==> src/rtl/bsg_manycore_link_to_axil_pkg.sv <==
// Shared constants for the manycore-link AXI-Lite host read path:
// register offsets, response codes, error-counter sizing and the read FSM states.
package bsg_manycore_link_to_axil_pkg;

    localparam logic [7:0] OFF_REQ_DATA  = 8'h00;
    localparam logic [7:0] OFF_REQ_COUNT = 8'h04;
    localparam logic [7:0] OFF_RSP_DATA  = 8'h08;
    localparam logic [7:0] OFF_RSP_COUNT = 8'h0C;
    localparam logic [7:0] OFF_ERR_COUNT = 8'h10;

    localparam logic [1:0] RESP_OKAY   = 2'b00;
    localparam logic [1:0] RESP_SLVERR = 2'b10;

    localparam int unsigned ERR_CNT_W = 8;
    localparam logic [ERR_CNT_W-1:0] ERR_CNT_ONE = 1;
    localparam logic [ERR_CNT_W-1:0] ERR_CNT_MAX = '1;

    typedef enum logic {
        ST_IDLE,
        ST_RESP
    } rd_state_e;

endpackage

==> src/rtl/bsg_manycore_link_to_axil_rd_ctrl_if.sv <==
// AXI-Lite read address / read data channels between the host and the read controller.
interface bsg_manycore_link_to_axil_rd_ctrl_if #(
    parameter int axil_data_width_p = 32,
    parameter int axil_addr_width_p = 32
);
    logic [axil_addr_width_p-1:0] araddr;
    logic                         arvalid;
    logic                         arready;
    logic [axil_data_width_p-1:0] rdata;
    logic [1:0]                   rresp;
    logic                         rvalid;
    logic                         rready;

    modport master (
        output araddr, arvalid, rready,
        input  arready, rdata, rresp, rvalid
    );

    modport slave (
        input  araddr, arvalid, rready,
        output arready, rdata, rresp, rvalid
    );
endinterface

==> src/rtl/bsg_manycore_link_to_axil_rd_ctrl.sv <==
// Host read controller: serves each AXI-Lite read from the request/response word
// streams, their occupancy counts, or a read-to-clear saturating error counter.
module bsg_manycore_link_to_axil_rd_ctrl
    import bsg_manycore_link_to_axil_pkg::*;
#(
    parameter int axil_data_width_p = 32,
    parameter int axil_addr_width_p = 32,
    parameter int count_width_p     = 8
) (
    input  logic                         clk_i,
    input  logic                         reset_i,

    bsg_manycore_link_to_axil_rd_ctrl_if.slave axil,

    input  logic [axil_data_width_p-1:0] req_data_i,
    input  logic                         req_v_i,
    output logic                         req_yumi_o,
    input  logic [count_width_p-1:0]     req_count_i,

    input  logic [axil_data_width_p-1:0] rsp_data_i,
    input  logic                         rsp_v_i,
    output logic                         rsp_yumi_o,
    input  logic [count_width_p-1:0]     rsp_count_i
);

    rd_state_e                    state_reg, state_next;
    logic [axil_data_width_p-1:0] rdata_reg, rdata_next;
    logic [1:0]                   rresp_reg, rresp_next;
    logic [ERR_CNT_W-1:0]         err_cnt_reg, err_cnt_next;
    logic                         err_inc, err_clr;
    logic                         arready;
    logic [7:0]                   offset;
    logic                         unused_addr_bits;

    assign offset           = axil.araddr[7:0];
    assign unused_addr_bits = ^axil.araddr[axil_addr_width_p-1:8];

    always_comb begin
        state_next = state_reg;
        rdata_next = rdata_reg;
        rresp_next = rresp_reg;
        arready    = 1'b0;
        req_yumi_o = 1'b0;
        rsp_yumi_o = 1'b0;
        err_inc    = 1'b0;
        err_clr    = 1'b0;

        case (state_reg)
            ST_IDLE: begin
                // Gating with reset keeps arready and both pops low while reset is held.
                arready = ~reset_i;
                if (axil.arvalid && arready) begin
                    state_next = ST_RESP;
                    rdata_next = '0;
                    rresp_next = RESP_OKAY;
                    if (offset[1:0] != 2'b00) begin
                        rresp_next = RESP_SLVERR;
                        err_inc    = 1'b1;
                    end else begin
                        case (offset)
                            OFF_REQ_DATA: begin
                                if (req_v_i) begin
                                    req_yumi_o = 1'b1;
                                    rdata_next = req_data_i;
                                end else begin
                                    rresp_next = RESP_SLVERR;
                                    err_inc    = 1'b1;
                                end
                            end
                            OFF_RSP_DATA: begin
                                if (rsp_v_i) begin
                                    rsp_yumi_o = 1'b1;
                                    rdata_next = rsp_data_i;
                                end else begin
                                    rresp_next = RESP_SLVERR;
                                    err_inc    = 1'b1;
                                end
                            end
                            OFF_REQ_COUNT: rdata_next[count_width_p-1:0] = req_count_i;
                            OFF_RSP_COUNT: rdata_next[count_width_p-1:0] = rsp_count_i;
                            OFF_ERR_COUNT: begin
                                rdata_next[ERR_CNT_W-1:0] = err_cnt_reg;
                                err_clr                   = 1'b1;
                            end
                            default: begin
                                rresp_next = RESP_SLVERR;
                                err_inc    = 1'b1;
                            end
                        endcase
                    end
                end
            end
            ST_RESP: begin
                if (axil.rready) begin
                    state_next = ST_IDLE;
                end
            end
            default: state_next = ST_IDLE;
        endcase
    end

    // Clear takes priority over a simultaneous increment; increment saturates.
    always_comb begin
        err_cnt_next = err_cnt_reg;
        if (err_clr) begin
            err_cnt_next = '0;
        end else if (err_inc && (err_cnt_reg != ERR_CNT_MAX)) begin
            err_cnt_next = err_cnt_reg + ERR_CNT_ONE;
        end
    end

    always_ff @(posedge clk_i) begin
        if (reset_i) begin
            state_reg   <= ST_IDLE;
            rdata_reg   <= '0;
            rresp_reg   <= '0;
            err_cnt_reg <= '0;
        end else begin
            state_reg   <= state_next;
            rdata_reg   <= rdata_next;
            rresp_reg   <= rresp_next;
            err_cnt_reg <= err_cnt_next;
        end
    end

    assign axil.arready = arready;
    assign axil.rvalid  = (state_reg == ST_RESP);
    assign axil.rdata   = rdata_reg;
    assign axil.rresp   = rresp_reg;

endmodule

==> src/flat_wrapper.sv <==
// flat-port wrapper written by rule: the top's interface ports become plain ports
module bsg_manycore_link_to_axil_rd_ctrl_flat import bsg_manycore_link_to_axil_pkg::*;
#(
    parameter int axil_data_width_p = 32,
    parameter int axil_addr_width_p = 32,
    parameter int count_width_p     = 8
)
  (clk_i, reset_i, req_data_i, req_v_i, req_yumi_o, req_count_i, rsp_data_i, rsp_v_i, rsp_yumi_o, rsp_count_i, axil_araddr, axil_arvalid, axil_rready, axil_arready, axil_rdata, axil_rresp, axil_rvalid);
  bsg_manycore_link_to_axil_rd_ctrl_if #(.axil_data_width_p(axil_data_width_p), .axil_addr_width_p(axil_addr_width_p)) axil_i ();
  input  logic clk_i;
  input  logic reset_i;
  input  logic [axil_data_width_p-1:0] req_data_i;
  input  logic req_v_i;
  output logic req_yumi_o;
  input  logic [count_width_p-1:0] req_count_i;
  input  logic [axil_data_width_p-1:0] rsp_data_i;
  input  logic rsp_v_i;
  output logic rsp_yumi_o;
  input  logic [count_width_p-1:0] rsp_count_i;
  input wire logic [$bits(axil_i.araddr)-1:0] axil_araddr;
  input wire logic [$bits(axil_i.arvalid)-1:0] axil_arvalid;
  input wire logic [$bits(axil_i.rready)-1:0] axil_rready;
  output wire logic [$bits(axil_i.arready)-1:0] axil_arready;
  output wire logic [$bits(axil_i.rdata)-1:0] axil_rdata;
  output wire logic [$bits(axil_i.rresp)-1:0] axil_rresp;
  output wire logic [$bits(axil_i.rvalid)-1:0] axil_rvalid;
  assign axil_i.araddr = axil_araddr;
  assign axil_i.arvalid = axil_arvalid;
  assign axil_i.rready = axil_rready;
  assign axil_arready = axil_i.arready;
  assign axil_rdata = axil_i.rdata;
  assign axil_rresp = axil_i.rresp;
  assign axil_rvalid = axil_i.rvalid;
  bsg_manycore_link_to_axil_rd_ctrl #(.axil_data_width_p(axil_data_width_p), .axil_addr_width_p(axil_addr_width_p), .count_width_p(count_width_p)) u_core (.clk_i(clk_i), .reset_i(reset_i), .axil(axil_i), .req_data_i(req_data_i), .req_v_i(req_v_i), .req_yumi_o(req_yumi_o), .req_count_i(req_count_i), .rsp_data_i(rsp_data_i), .rsp_v_i(rsp_v_i), .rsp_yumi_o(rsp_yumi_o), .rsp_count_i(rsp_count_i));
endmodule
==> config.mk <==
export PLATFORM = sky130hd
export DESIGN_NAME = bsg_manycore_link_to_axil_rd_ctrl_flat
export DESIGN_NICKNAME = d
export VERILOG_FILES = /design/src/rtl/bsg_manycore_link_to_axil_pkg.sv /design/src/rtl/bsg_manycore_link_to_axil_rd_ctrl_if.sv /design/src/rtl/bsg_manycore_link_to_axil_rd_ctrl.sv /design/src/flat_wrapper.sv
export SDC_FILE = /design/constraint.sdc
export NUM_CORES = 1
export LEC_CHECK = 0
export CAP_MARGIN = 10
export CORE_ASPECT_RATIO = 1.1
export CORE_MARGIN = 5
export CORE_UTILIZATION = 36
export CTS_CLUSTER_DIAMETER = 150
export DETAILED_ROUTE_END_ITERATION = 12
export GPL_TIMING_DRIVEN = 0
export PLACE_DENSITY = 0.81
export SETUP_SLACK_MARGIN = 0.2
export SLEW_MARGIN = 20
export SYNTH_ARGS = -nofsm -noshare
export SYNTH_HDL_FRONTEND = slang
export SYNTH_SLANG_ARGS = --single-unit
==> constraint.sdc <==
create_clock -name clk_i -period 2.5 [get_ports clk_i]
set_input_delay 0.5 -clock clk_i [delete_from_list [all_inputs] [get_ports clk_i]]
set_output_delay 0.5 -clock clk_i [all_outputs]
set_load 0.01 [all_outputs]
==> key figures, run 1 <==
Synthesis
  – Area of the mapped netlist: 0.00229 mm²
  – Sequential fraction of the synthesis area: 0.367
  – Distinct cell type count after synthesis: 42
  – Avg Cell Area, Syn: 9.32 µm²
  – Top cell type's share of synthesized area: 0.367
  – Synth top area cells: dfxtp_1 (37%), a22oi_2 (10%), nand2_1 (7.0%), mux2i_1 (6.6%), o21ai_1 (3.9%)
  – Syn Nets: 365
  – Register bit total from synthesis: 42
  – Mapped Cells: 246
  – Yosys warning total: 0
  – Cell taking the most area after synthesis: dfxtp_1

Pwr
  – Leakage: 1.29 nW
  – Peak supply drop: 251 µV
  – Final Power: 0.00138 W
  – Pwr/cell area: 359 mW/mm²

CTS
  – Clk root buf: clkbuf_8
  – Clock Sinks: 42
  – H-tree levels: 2
  – Latest clock arrival within the worst-skew pair: 0.29 ns
  – Clk slew on worst S/H paths: 0.08 ns
  – CTS max path bufs: 2
  – CTS tree: yes
  – CTS Buf Count: 5

Timing
  – Minimum clock period: 2.26 ns
  – Fin. max-slew vios: 0
  – Rel. slew slack: 0.596
  – Final Hold Vio Count: 0
  – Clk_skew: 0.00366 ns
  – Final period util: 0.903
  – Achievable frequency: 443 MHz
  – Final setup violation count: 0
  – Unrepaired setup endpoints after global routing: true
  – Worst-Margin Slew: 0.606 ns

Status
  – Outcome: completed

Global route
  – Total grt overflow: 0
  – First-pass GRT wire length: 12.3 mm
  – Largest net degree at the start of global routing: 14
  – Global Route Usage Sum: 0.190
  – Initial antenna violation count: 0
  – Number of global-route vias before repair: 2483

Cells and area
  – Max FFs per register: 32
  – Layout area overhead: 67.4%
  – Fillers: 549
  – Final Util: 0.620
  – Layout Nets: 506
  – Share of post-route cells with drive strength above 1: 0.149
  – Final instance area: 0.00384 mm²
  – N_diodes: 0
  – Final cell count without fillers: 468

Route
  – DRC: 0
  – Via count: 2441
  – Detail Route Antenna Nets: 0
  – Starting DRT DRC Count: 90
  – Vias per Instance: 5.22
  – WL final: 7.69 mm
  – Routed WL per cell: 16.4 µm
  – Drt first pass iters: 4

Floorplanning
  – Starting Density: 0.370
  – Die Area: 0.00806 mm²
  – Core ar.: 0.00619 mm²
  – Chip Height: 93.7 µm
  – Die width: 86.1 µm
  – Rows: 30
  – Ports: 156

Placed design
  – DP Area: 0.00367 mm²
  – IO Port Bufs: 128
  – GP Congestion: 0.861
  – Post-DP HPWL: 6.16 mm
  – Number of instances in the placed design: 454

Hold path
  – Hold Crit Depth: 2
  – Hold Crit Class: reg2reg

Critical path
  – Element type at the critical path end: output port
  – Req. time, crit path: 2.00 ns
  – Critical Path Fanout Max: 4
  – Crit path DAT: 1.76 ns
  – Crit Path Class: in2out
  – R2r worst-path depth: 5
  – CP startpoint kind: primary input

Run
  – Max-cap check violation count: 0
## cell usage after synthesis (all sizes together)
cell type	number
a211oi	6
a41oi	1
nor4b	1
nor4	3
and4	1
and2	5
nor2b	2
a22oi	31
nand2b	4
nor3b	1
and3	2
ha	1
and3b	1
nor2	6
nand3	5
a22o	7
a311oi	1
o221ai	7
mux2i	15
buf	11
a21oi	2
nand2	43
nor3	1
o21a	1
dfxtp	42
mux2	1
conb	1
a32oi	2
a32o	1
o21ai	26
nand4	1
a2111oi	2
inv	3
clkbuf	9
## metal layers
layer	up-vias	GRT usage	part of all wire	routed length, µm
met4	0	0.0475	0.013	100
met5	-	0	0	0
li1	1198	-	-	-
met3	10	0.0605	0.095	731
met1	1114	0.224	0.41	3150
met2	119	0.329	0.48	3710
## layout make-up
type / instances / area (µm²) / share of cell area
Clock inverter: 2 / 13.8 / 0.00359
Multi-Input combinational cell: 181 / 1350 / 0.351
Clock buffer: 6 / 72.6 / 0.0189
Tap cell: 80 / 100 / 0.0261
Buffer: 20 / 144 / 0.0375
Timing Repair Buffer: 134 / 1310 / 0.341
Sequential cell: 42 / 841 / 0.219
Inverter: 3 / 11.3 / 0.00293
## per-stage QoR
step / setup WS, ns / setup TNS, ns / hold WS, ns
6_report: 0.244 / 0 / 0.446
5_1_grt: 0.181 / 0 / 0.470
4_1_cts: 0.235 / 0 / 0.451
3_5_place_dp: -0.921 / -1.91 / 0.440
3_3_place_gp: -0.894 / -1.66 / 0.435
2_1_floorplan: 0.304 / 0 / 0.456
## cell families after synthesis
logic type      after synthesis  share of synthesized area
mux                          16                     0.0704
other cells                   1                    0.00164
simple gates                 76                      0.172
compound gates               87                      0.325
flops                        42                      0.367
fa+ha+maj                     1                    0.00546
buf+inv                      23                     0.0579
## timing repair
| action | in CTS | in global routing |
|---|---|---|
| buffers inserted | 6 | 0 |
| resized for setup | 22 | 3 |
| hold buffers | 0 | 0 |
| endpoints found under the setup margin | 2 | 2 |
| pin swaps | 5 | 4 |
## report_power, final
| group | total (W) | switching [W] | leakage (nW) | internal, W |
|---|---|---|---|---|
| Clock | 0.000422 | 0.000225 | 0.0452 | 0.000197 |
| Sequential | 0.000684 | 0.00000906 | 0.339 | 0.000675 |
| Combinational | 0.000271 | 0.000104 | 0.902 | 0.000168 |
| Total | 0.00138 | 0.000338 | 1.29 | 0.00104 |
## cell usage in the layout, fill, tap and decap left out, types with 2 or more instances in the layout
cell type / n
o221ai_1: 7
a21oi_1: 2
nand2b_1: 4
a22oi_2: 19
clkdlybuf4s50_1: 120
nand2_1: 43
and2_1: 5
nand3_1: 5
buf_4: 8
clkbuf_8: 5
dlygate4sd2_1: 5
a32oi_1: 2
clkbuf_1: 10
a22o_1: 7
nor2b_1: 2
a2111oi_2: 2
mux2i_1: 15
buf_2: 5
o21ai_2: 2
nor4_4: 2
dfxtp_1: 42
o21ai_0: 6
a22oi_1: 12
o21ai_1: 18
inv_1: 3
a211oi_1: 5
nor2_1: 6
buf_6: 4
## final timing paths
| path | startpoint | endpoint | slack [ns] |
|---|---|---|---|
| min reg2reg | u_core.axil.rdata[19] | u_core.axil.rdata[19] | 0.45 |
| max reg2reg | u_core.axil.rvalid | u_core.axil.rdata[5] | 0.78 |
| max | axil_araddr[3] | req_yumi_o | 0.24 |
| min | u_core.axil.rdata[19] | u_core.axil.rdata[19] | 0.45 |
## critical path: stages
cell and delay, ns:
dlygate4sd2_1 0.30, nor4_4 0.32, and3_4 0.23, buf_6 0.10, buf_8 0.08, and2_1 0.11, buf_2 0.12
(Power assumes the default switching activity.)
==> run 2, diff against run 1 <==
CTS_CLUSTER_DIAMETER = 40   (was 150)
MAX_ROUTING_LAYER = met4   (was unset)
==> key figures, run 2 (synthesis gave the netlist of run 1 again) <==
Status
  – Outcome: completed (unchanged)

Route
  – DRC: 0 (unchanged)
  – Via count: 2458 (was 2441)
  – Drt first pass iters: 4 (unchanged)
  – Vias per Instance: 5.25 (was 5.22)
  – Detail Route Antenna Nets: 0 (unchanged)
  – WL final: 7.72 mm (was 7.69 mm)
  – Starting DRT DRC Count: 83 (was 90)
  – Routed WL per cell: 16.5 µm (was 16.4 µm)

Critical path
  – RR Startpoint: u_core.axil.rvalid (unchanged)
  – Worst r2r dst: u_core.axil.rdata[5] (unchanged)
  – Crit path DAT: 1.76 ns (about the same)
  – CP startpoint kind: primary input (unchanged)
  – Req. time, crit path: 2.00 ns (about the same)
  – Crit Path Class: in2out (unchanged)
  – Reg2Reg Setup Slack: 0.78 ns (about the same)
  – R2r worst-path depth: 5 (unchanged)
  – Element type at the critical path end: output port (unchanged)
  – Critical Path Fanout Max: 4 (unchanged)

Global route
  – Global Route Usage Sum: 0.195 (was 0.190)
  – Initial antenna violation count: 0 (unchanged)
  – Total grt overflow: 0 (unchanged)
  – Largest net degree at the start of global routing: 14 (unchanged)
  – First-pass GRT wire length: 12.3 mm (about the same)
  – Number of global-route vias before repair: 2489 (was 2483)

CTS
  – Clock Sinks: 42 (unchanged)
  – Clk slew on worst S/H paths: 0.08 ns (about the same)
  – Hold buffers post-CTS: 0 (unchanged)
  – CTS tree: yes (unchanged)
  – CTS max path bufs: 2 (unchanged)
  – H-tree levels: 2 (unchanged)
  – Clk root buf: clkbuf_8 (unchanged)
  – CTS Buf Count: 5 (unchanged)
  – Latest clock arrival within the worst-skew pair: 0.29 ns (about the same)

Cells and area
  – Area occupied by multi-input gates: 0.00135 mm² (unchanged)
  – Max FFs per register: 32 (unchanged)
  – Fillers: 549 (unchanged)
  – N_diodes: 0 (unchanged)
  – Most frequent cells in the layout: clkdlybuf4s50_1 (120), nand2_1 (43), dfxtp_1 (42), a22oi_2 (19), o21ai_1 (18) (unchanged)
  – Layout Nets: 506 (unchanged)
  – Share of post-route cells with drive strength above 1: 0.149 (unchanged)
  – Layout area overhead: 67.4% (unchanged)
  – Register area: 841 µm² (unchanged)
  – Final cell count without fillers: 468 (unchanged)
  – Commonest non-fill, non-tap cell in the layout: clkdlybuf4s50_1 (unchanged)

Hold path
  – Hold Crit Depth: 2 (unchanged)
  – Hold Crit Class: reg2reg (unchanged)
  – Hold Path Sink: u_core.axil.rdata[19] (unchanged)
  – Hold_sp: u_core.axil.rdata[19] (unchanged)

Timing
  – Minimum clock period: 2.26 ns (about the same)
  – Final Hold Vio Count: 0 (unchanged)
  – Worst-Margin Slew: 0.606 ns (about the same)
  – Final period util: 0.904 (was 0.903)
  – Clk_skew: 0.00542 ns (was 0.00366 ns)
  – Worst setup margin: 0.239 ns (was 0.244 ns)
  – Final setup violation count: 0 (unchanged)
  – Rel. slew slack: 0.596 (about the same)
  – Fin. max-slew vios: 0 (unchanged)
  – Achievable frequency: 442 MHz (was 443 MHz)
  – Unrepaired setup endpoints after global routing: true (unchanged)

Floorplanning
  – Chip Height: 93.7 µm (unchanged)
  – Starting Density: 0.370 (unchanged)
  – Die width: 86.1 µm (unchanged)
  – Ports: 156 (unchanged)
  – Rows: 30 (unchanged)
  – Core ar.: 0.00619 mm² (unchanged)
  – Die Area: 0.00806 mm² (unchanged)

Placed design
  – IO Port Bufs: 128 (unchanged)
  – Number of instances in the placed design: 454 (unchanged)
  – GP Congestion: 0.874 (was 0.861)
  – Post-DP HPWL: 6.16 mm (unchanged)
  – Pre-CTS setup slack: -0.921 ns (unchanged)

Pwr
  – Peak supply drop: 253 µV (was 251 µV)
  – Leakage: 1.29 nW (unchanged)
  – Pwr/cell area: 360 mW/mm² (was 359 mW/mm²)

Run
  – Max-cap check violation count: 0 (unchanged)
[run 2: cell counts in the layout (fill, tap and decap cells not counted)]
No cell type changed its count.
[run 2: layout make-up]
cell class,count,area share
Buffer,20,0.0375
Multi-Input combinational cell,181,0.351
Clock inverter,2,0.00359
Inverter,3,0.00293
Sequential cell,42,0.219
Tap cell,80,0.0261
Timing Repair Buffer,134,0.341
Clock buffer,6,0.0189
[run 2: critical path: stages]
cell and delay (ns):
dlygate4sd2_1 0.31, nor4_4 0.32, and3_4 0.23, buf_6 0.10
buf_8 0.08, and2_1 0.11, buf_2 0.12
[run 2: worst max path at each step]
stage | from | slack, ns | end | cells after the start
CTS | axil_araddr[6] | 0.24 | req_yumi_o | 7
detailed placement | axil_araddr[1] | -0.92 | req_yumi_o | 7
global placement | axil_araddr[1] | -0.89 | req_yumi_o | 7
global route | axil_araddr[3] | 0.18 | req_yumi_o | 7
floorplan | axil_araddr[2] | 0.30 | req_yumi_o | 6
finish | axil_araddr[3] | 0.24 | req_yumi_o | 7
[run 2: repair_timing]
item	4_1_cts	5_1_grt
buffers inserted	6	0
endpoints found under the setup margin	2	2
gates resized for setup	22	3
pin swaps	5	4
[run 2: power by group]
group	switching (W)	internal, W	leakage (nW)
combinational	0.000104	0.000168	0.902
sequential	0.00000916	0.000675	0.339
clock	0.000230	0.000197	0.0452
total	0.000343	0.00104	1.29
[run 2: metrics by stage]
| stage | total power, W | setup TNS [ns] | hold WS (ns) | cell area, µm² | util |
|---|---|---|---|---|---|
| floorplan | 0.000780 | 0 | 0.456 | 2290 | - |
| global placement | 0.000962 | -1.66 | 0.435 | 3670 | 0.593 |
| detailed placement | 0.000968 | -1.91 | 0.440 | 3670 | 0.593 |
| CTS | 0.00139 | 0 | 0.451 | 3820 | 0.617 |
| global route | 0.00144 | 0 | 0.470 | 3840 | 0.620 |
| finish | 0.00138 | 0 | 0.446 | 3840 | 0.620 |
[run 2: metal layers]
| metal | up-vias | track usage | share of wire |
|---|---|---|---|
| met5 | - | - | 0 |
| met4 | 0 | 0.0475 | 0.013 |
| met3 | 10 | 0.0491 | 0.088 |
| met2 | 120 | 0.329 | 0.48 |
| met1 | 1129 | 0.231 | 0.42 |
| li1 | 1199 | - | - |
==> run 3, diff against run 2 <==
RECOVER_POWER = 100   (was unset)
==> key figures, run 3 (synthesis gave the netlist of run 1 again) <==
Status
  – Outcome: completed (unchanged)

Floorplanning
  – Core ar.: 0.00619 mm² (unchanged)
  – Starting Density: 0.370 (unchanged)
  – Die width: 86.1 µm (unchanged)
  – Die Area: 0.00806 mm² (unchanged)
  – Chip Height: 93.7 µm (unchanged)
  – Rows: 30 (unchanged)
  – Ports: 156 (unchanged)

Pwr
  – Switching portion of total power: 0.246 (was 0.248)
  – Flop pwr share: 0.497 (was 0.495)
  – Part of the power in combinational logic: 0.194 (was 0.197)
  – Peak supply drop: 253 µV (about the same)
  – Internal: 0.00104 W (about the same)
  – Pwr/cell area: 360 mW/mm² (about the same)
  – Clock Power Share: 0.309 (about the same)
  – Final Power: 0.00138 W (about the same)
  – Net Sw Power: 0.000339 W (was 0.000343 W)
  – Leakage: 1.41 nW (was 1.29 nW)

Cells and area
  – Layout area overhead: 66.6% (was 67.4%)
  – Commonest non-fill, non-tap cell in the layout: clkdlybuf4s50_1 (unchanged)
  – Max FFs per register: 32 (unchanged)
  – Area occupied by multi-input gates: 0.00133 mm² (was 0.00135 mm²)
  – Register area: 841 µm² (unchanged)
  – Final instance area: 0.00382 mm² (was 0.00384 mm²)
  – Share of post-route cells with drive strength above 1: 0.142 (was 0.149)
  – N_diodes: 0 (unchanged)
  – Final Util: 0.617 (was 0.620)
  – Fillers: 550 (was 549)
  – Layout Nets: 506 (unchanged)
  – Most frequent cells in the layout: clkdlybuf4s50_1 (84), nand2_1 (43), dfxtp_1 (42), dlygate4sd3_1 (36), o21ai_0 (24) (was clkdlybuf4s50_1 (120), nand2_1 (43), dfxtp_1 (42), a22oi_2 (19), o21ai_1 (18))

Critical path
  – CP bufs+invs: 2 (was 4)
  – Critical Path Start: reset_i (was axil_araddr[3])
  – Slowest-stage cell, CP: dlygate4sd3_1 (was nor4_4)
  – Critical path, cell by cell: dlygate4sd3_1 -> nor3b_4 -> and2_1 -> buf_2 (was dlygate4sd2_1 -> nor4_4 -> and3_4 -> buf_6 -> buf_8 -> and2_1 -> buf_2)
  – Crit Path Class: in2out (unchanged)
  – Top delay family on crit path: buffers and inverters (was simple AND/OR/NAND/NOR gates)
  – Crit path DAT: 1.81 ns (was 1.76 ns)
  – Element type at the critical path end: output port (unchanged)
  – Critical Path Fanout Max: 8 (was 4)
  – Reg2Reg Setup Slack: 0.74 ns (was 0.78 ns)
  – Req. time, crit path: 2.00 ns (about the same)
  – Critical path's largest stage delay: 0.64 ns (was 0.32 ns)
  – CP startpoint kind: primary input (unchanged)
  – RR Startpoint: u_core.axil.rvalid (unchanged)

CTS
  – Hold buffers post-CTS: 0 (unchanged)
  – H-tree levels: 2 (unchanged)
  – Clk slew on worst S/H paths: 0.08 ns (about the same)
  – CTS tree: yes (unchanged)
  – Latest clock arrival within the worst-skew pair: 0.29 ns (about the same)
  – Clock Sinks: 42 (unchanged)
  – CTS Buf Count: 5 (unchanged)
  – Clk root buf: clkbuf_8 (unchanged)
  – CTS max path bufs: 2 (unchanged)

Placed design
  – DP Area: 0.00367 mm² (unchanged)
  – GP Congestion: 0.874 (unchanged)
  – IO Port Bufs: 128 (unchanged)
  – Pre-CTS setup slack: -0.921 ns (unchanged)
  – Post-DP HPWL: 6.16 mm (unchanged)

Route
  – Via count: 2445 (was 2458)
  – Drt first pass iters: 4 (unchanged)
  – WL final: 7.70 mm (was 7.72 mm)
  – Vias per Instance: 5.22 (was 5.25)
  – DRC: 0 (unchanged)
  – Detail Route Antenna Nets: 0 (unchanged)
  – Starting DRT DRC Count: 99 (was 83)
  – Routed WL per cell: 16.4 µm (was 16.5 µm)

Timing
  – Minimum clock period: 2.31 ns (was 2.26 ns)
  – Final setup violation count: 0 (unchanged)
  – Clk_skew: 0.00482 ns (was 0.00542 ns)
  – Worst-Margin Slew: 0.751 ns (was 0.606 ns)
  – Worst setup margin: 0.187 ns (was 0.239 ns)
  – Unrepaired setup endpoints after global routing: true (unchanged)
  – Rel. slew slack: 0.499 (was 0.596)
  – Fin. max-slew vios: 0 (unchanged)
  – Setup_tns: 0 ns (unchanged)
  – Achievable frequency: 432 MHz (was 442 MHz)
  – Final Hold Vio Count: 0 (unchanged)
  – Final period util: 0.925 (was 0.904)

Global route
  – Largest net degree at the start of global routing: 14 (unchanged)
  – Global Route Usage Sum: 0.195 (unchanged)
  – First-pass GRT wire length: 12.3 mm (unchanged)
  – Total grt overflow: 0 (unchanged)
  – Initial antenna violation count: 0 (unchanged)
  – Number of global-route vias before repair: 2489 (unchanged)

Hold path
  – Hold_sp: u_core.axil.rdata[19] (unchanged)
  – Hold Crit Class: reg2reg (unchanged)

Run
  – Max-cap check violation count: 0 (unchanged)
==> run 3: changes by cell type in the layout (fill, tap and decap cells not counted) <==
cell,delta
a2111oi_1,+1
a2111oi_2,-1
a211oi_2,+1
a211oi_4,-1
and2_0,+2
and2_1,-2
buf_2,-1
clkbuf_1,+1
clkdlybuf4s50_1,-36
dlygate4sd3_1,+36
o21ai_0,+18
o21ai_1,-17
o21ai_2,-1
==> run 3: what timing repair did <==
action                                  CTS  global route
pin swaps                                 5             4
gates resized for setup                  22             3
endpoints found under the setup margin    2             2
hold endpoints to repair                  0             0
buffers inserted                          6             0
==> run 3: per-stage QoR <==
step / hold slack (ns) / std cells
2_1_floorplan: 0.456 / 246
3_3_place_gp: 0.435 / 454
3_5_place_dp: 0.440 / 454
4_1_cts: 0.451 / 468
5_1_grt: 0.476 / 468
6_report: 0.448 / 468
==> run 3: area by class of cell <==
type	count	area share
Tap cell	80	0.0262
Buffer	20	0.0373
Timing Repair Buffer	134	0.343
Clock inverter	2	0.00360
Multi-Input combinational cell	181	0.348
Clock buffer	6	0.0190
Sequential cell	42	0.220
Inverter	3	0.00295
==> run 3: final timing paths <==
path | end | cells after the start
hold reg to reg | u_core.axil.rdata[19] | 2
hold / removal | u_core.axil.rdata[19] | 2
setup reg to reg | u_core.err_cnt_reg[7] | 4
setup / recovery | rsp_yumi_o | 4
==> run 3: worst register-to-register path: cells and delay by family, from the launching register on <==
| kind | cells | cell delay [ns] |
|---|---|---|
| flops | 1 | 0.38 |
| simple gates | 1 | 0.37 |
| mux | 1 | 0.23 |
| compound gates | 2 | 0.72 |
==> run 3: power by group through the flow <==
stage	registers, W	logic [W]	clock network, W
final	0.000684	0.000267	0.000425
after global routing	0.000685	0.000287	0.000468
after CTS	0.000684	0.000270	0.000440
after detailed placement	0.000699	0.000268	0
after global placement	0.000699	0.000263	0
after floorplan	0.000698	0.0000817	0
==> run 3: layer usage <==
layer  track usage  vias up  part of all wire
met5             -        -                 0
met2         0.329      114              0.48
li1              -     1207                 -
met1         0.231     1114              0.43
met4        0.0475        0             0.014
met3        0.0491       10             0.082
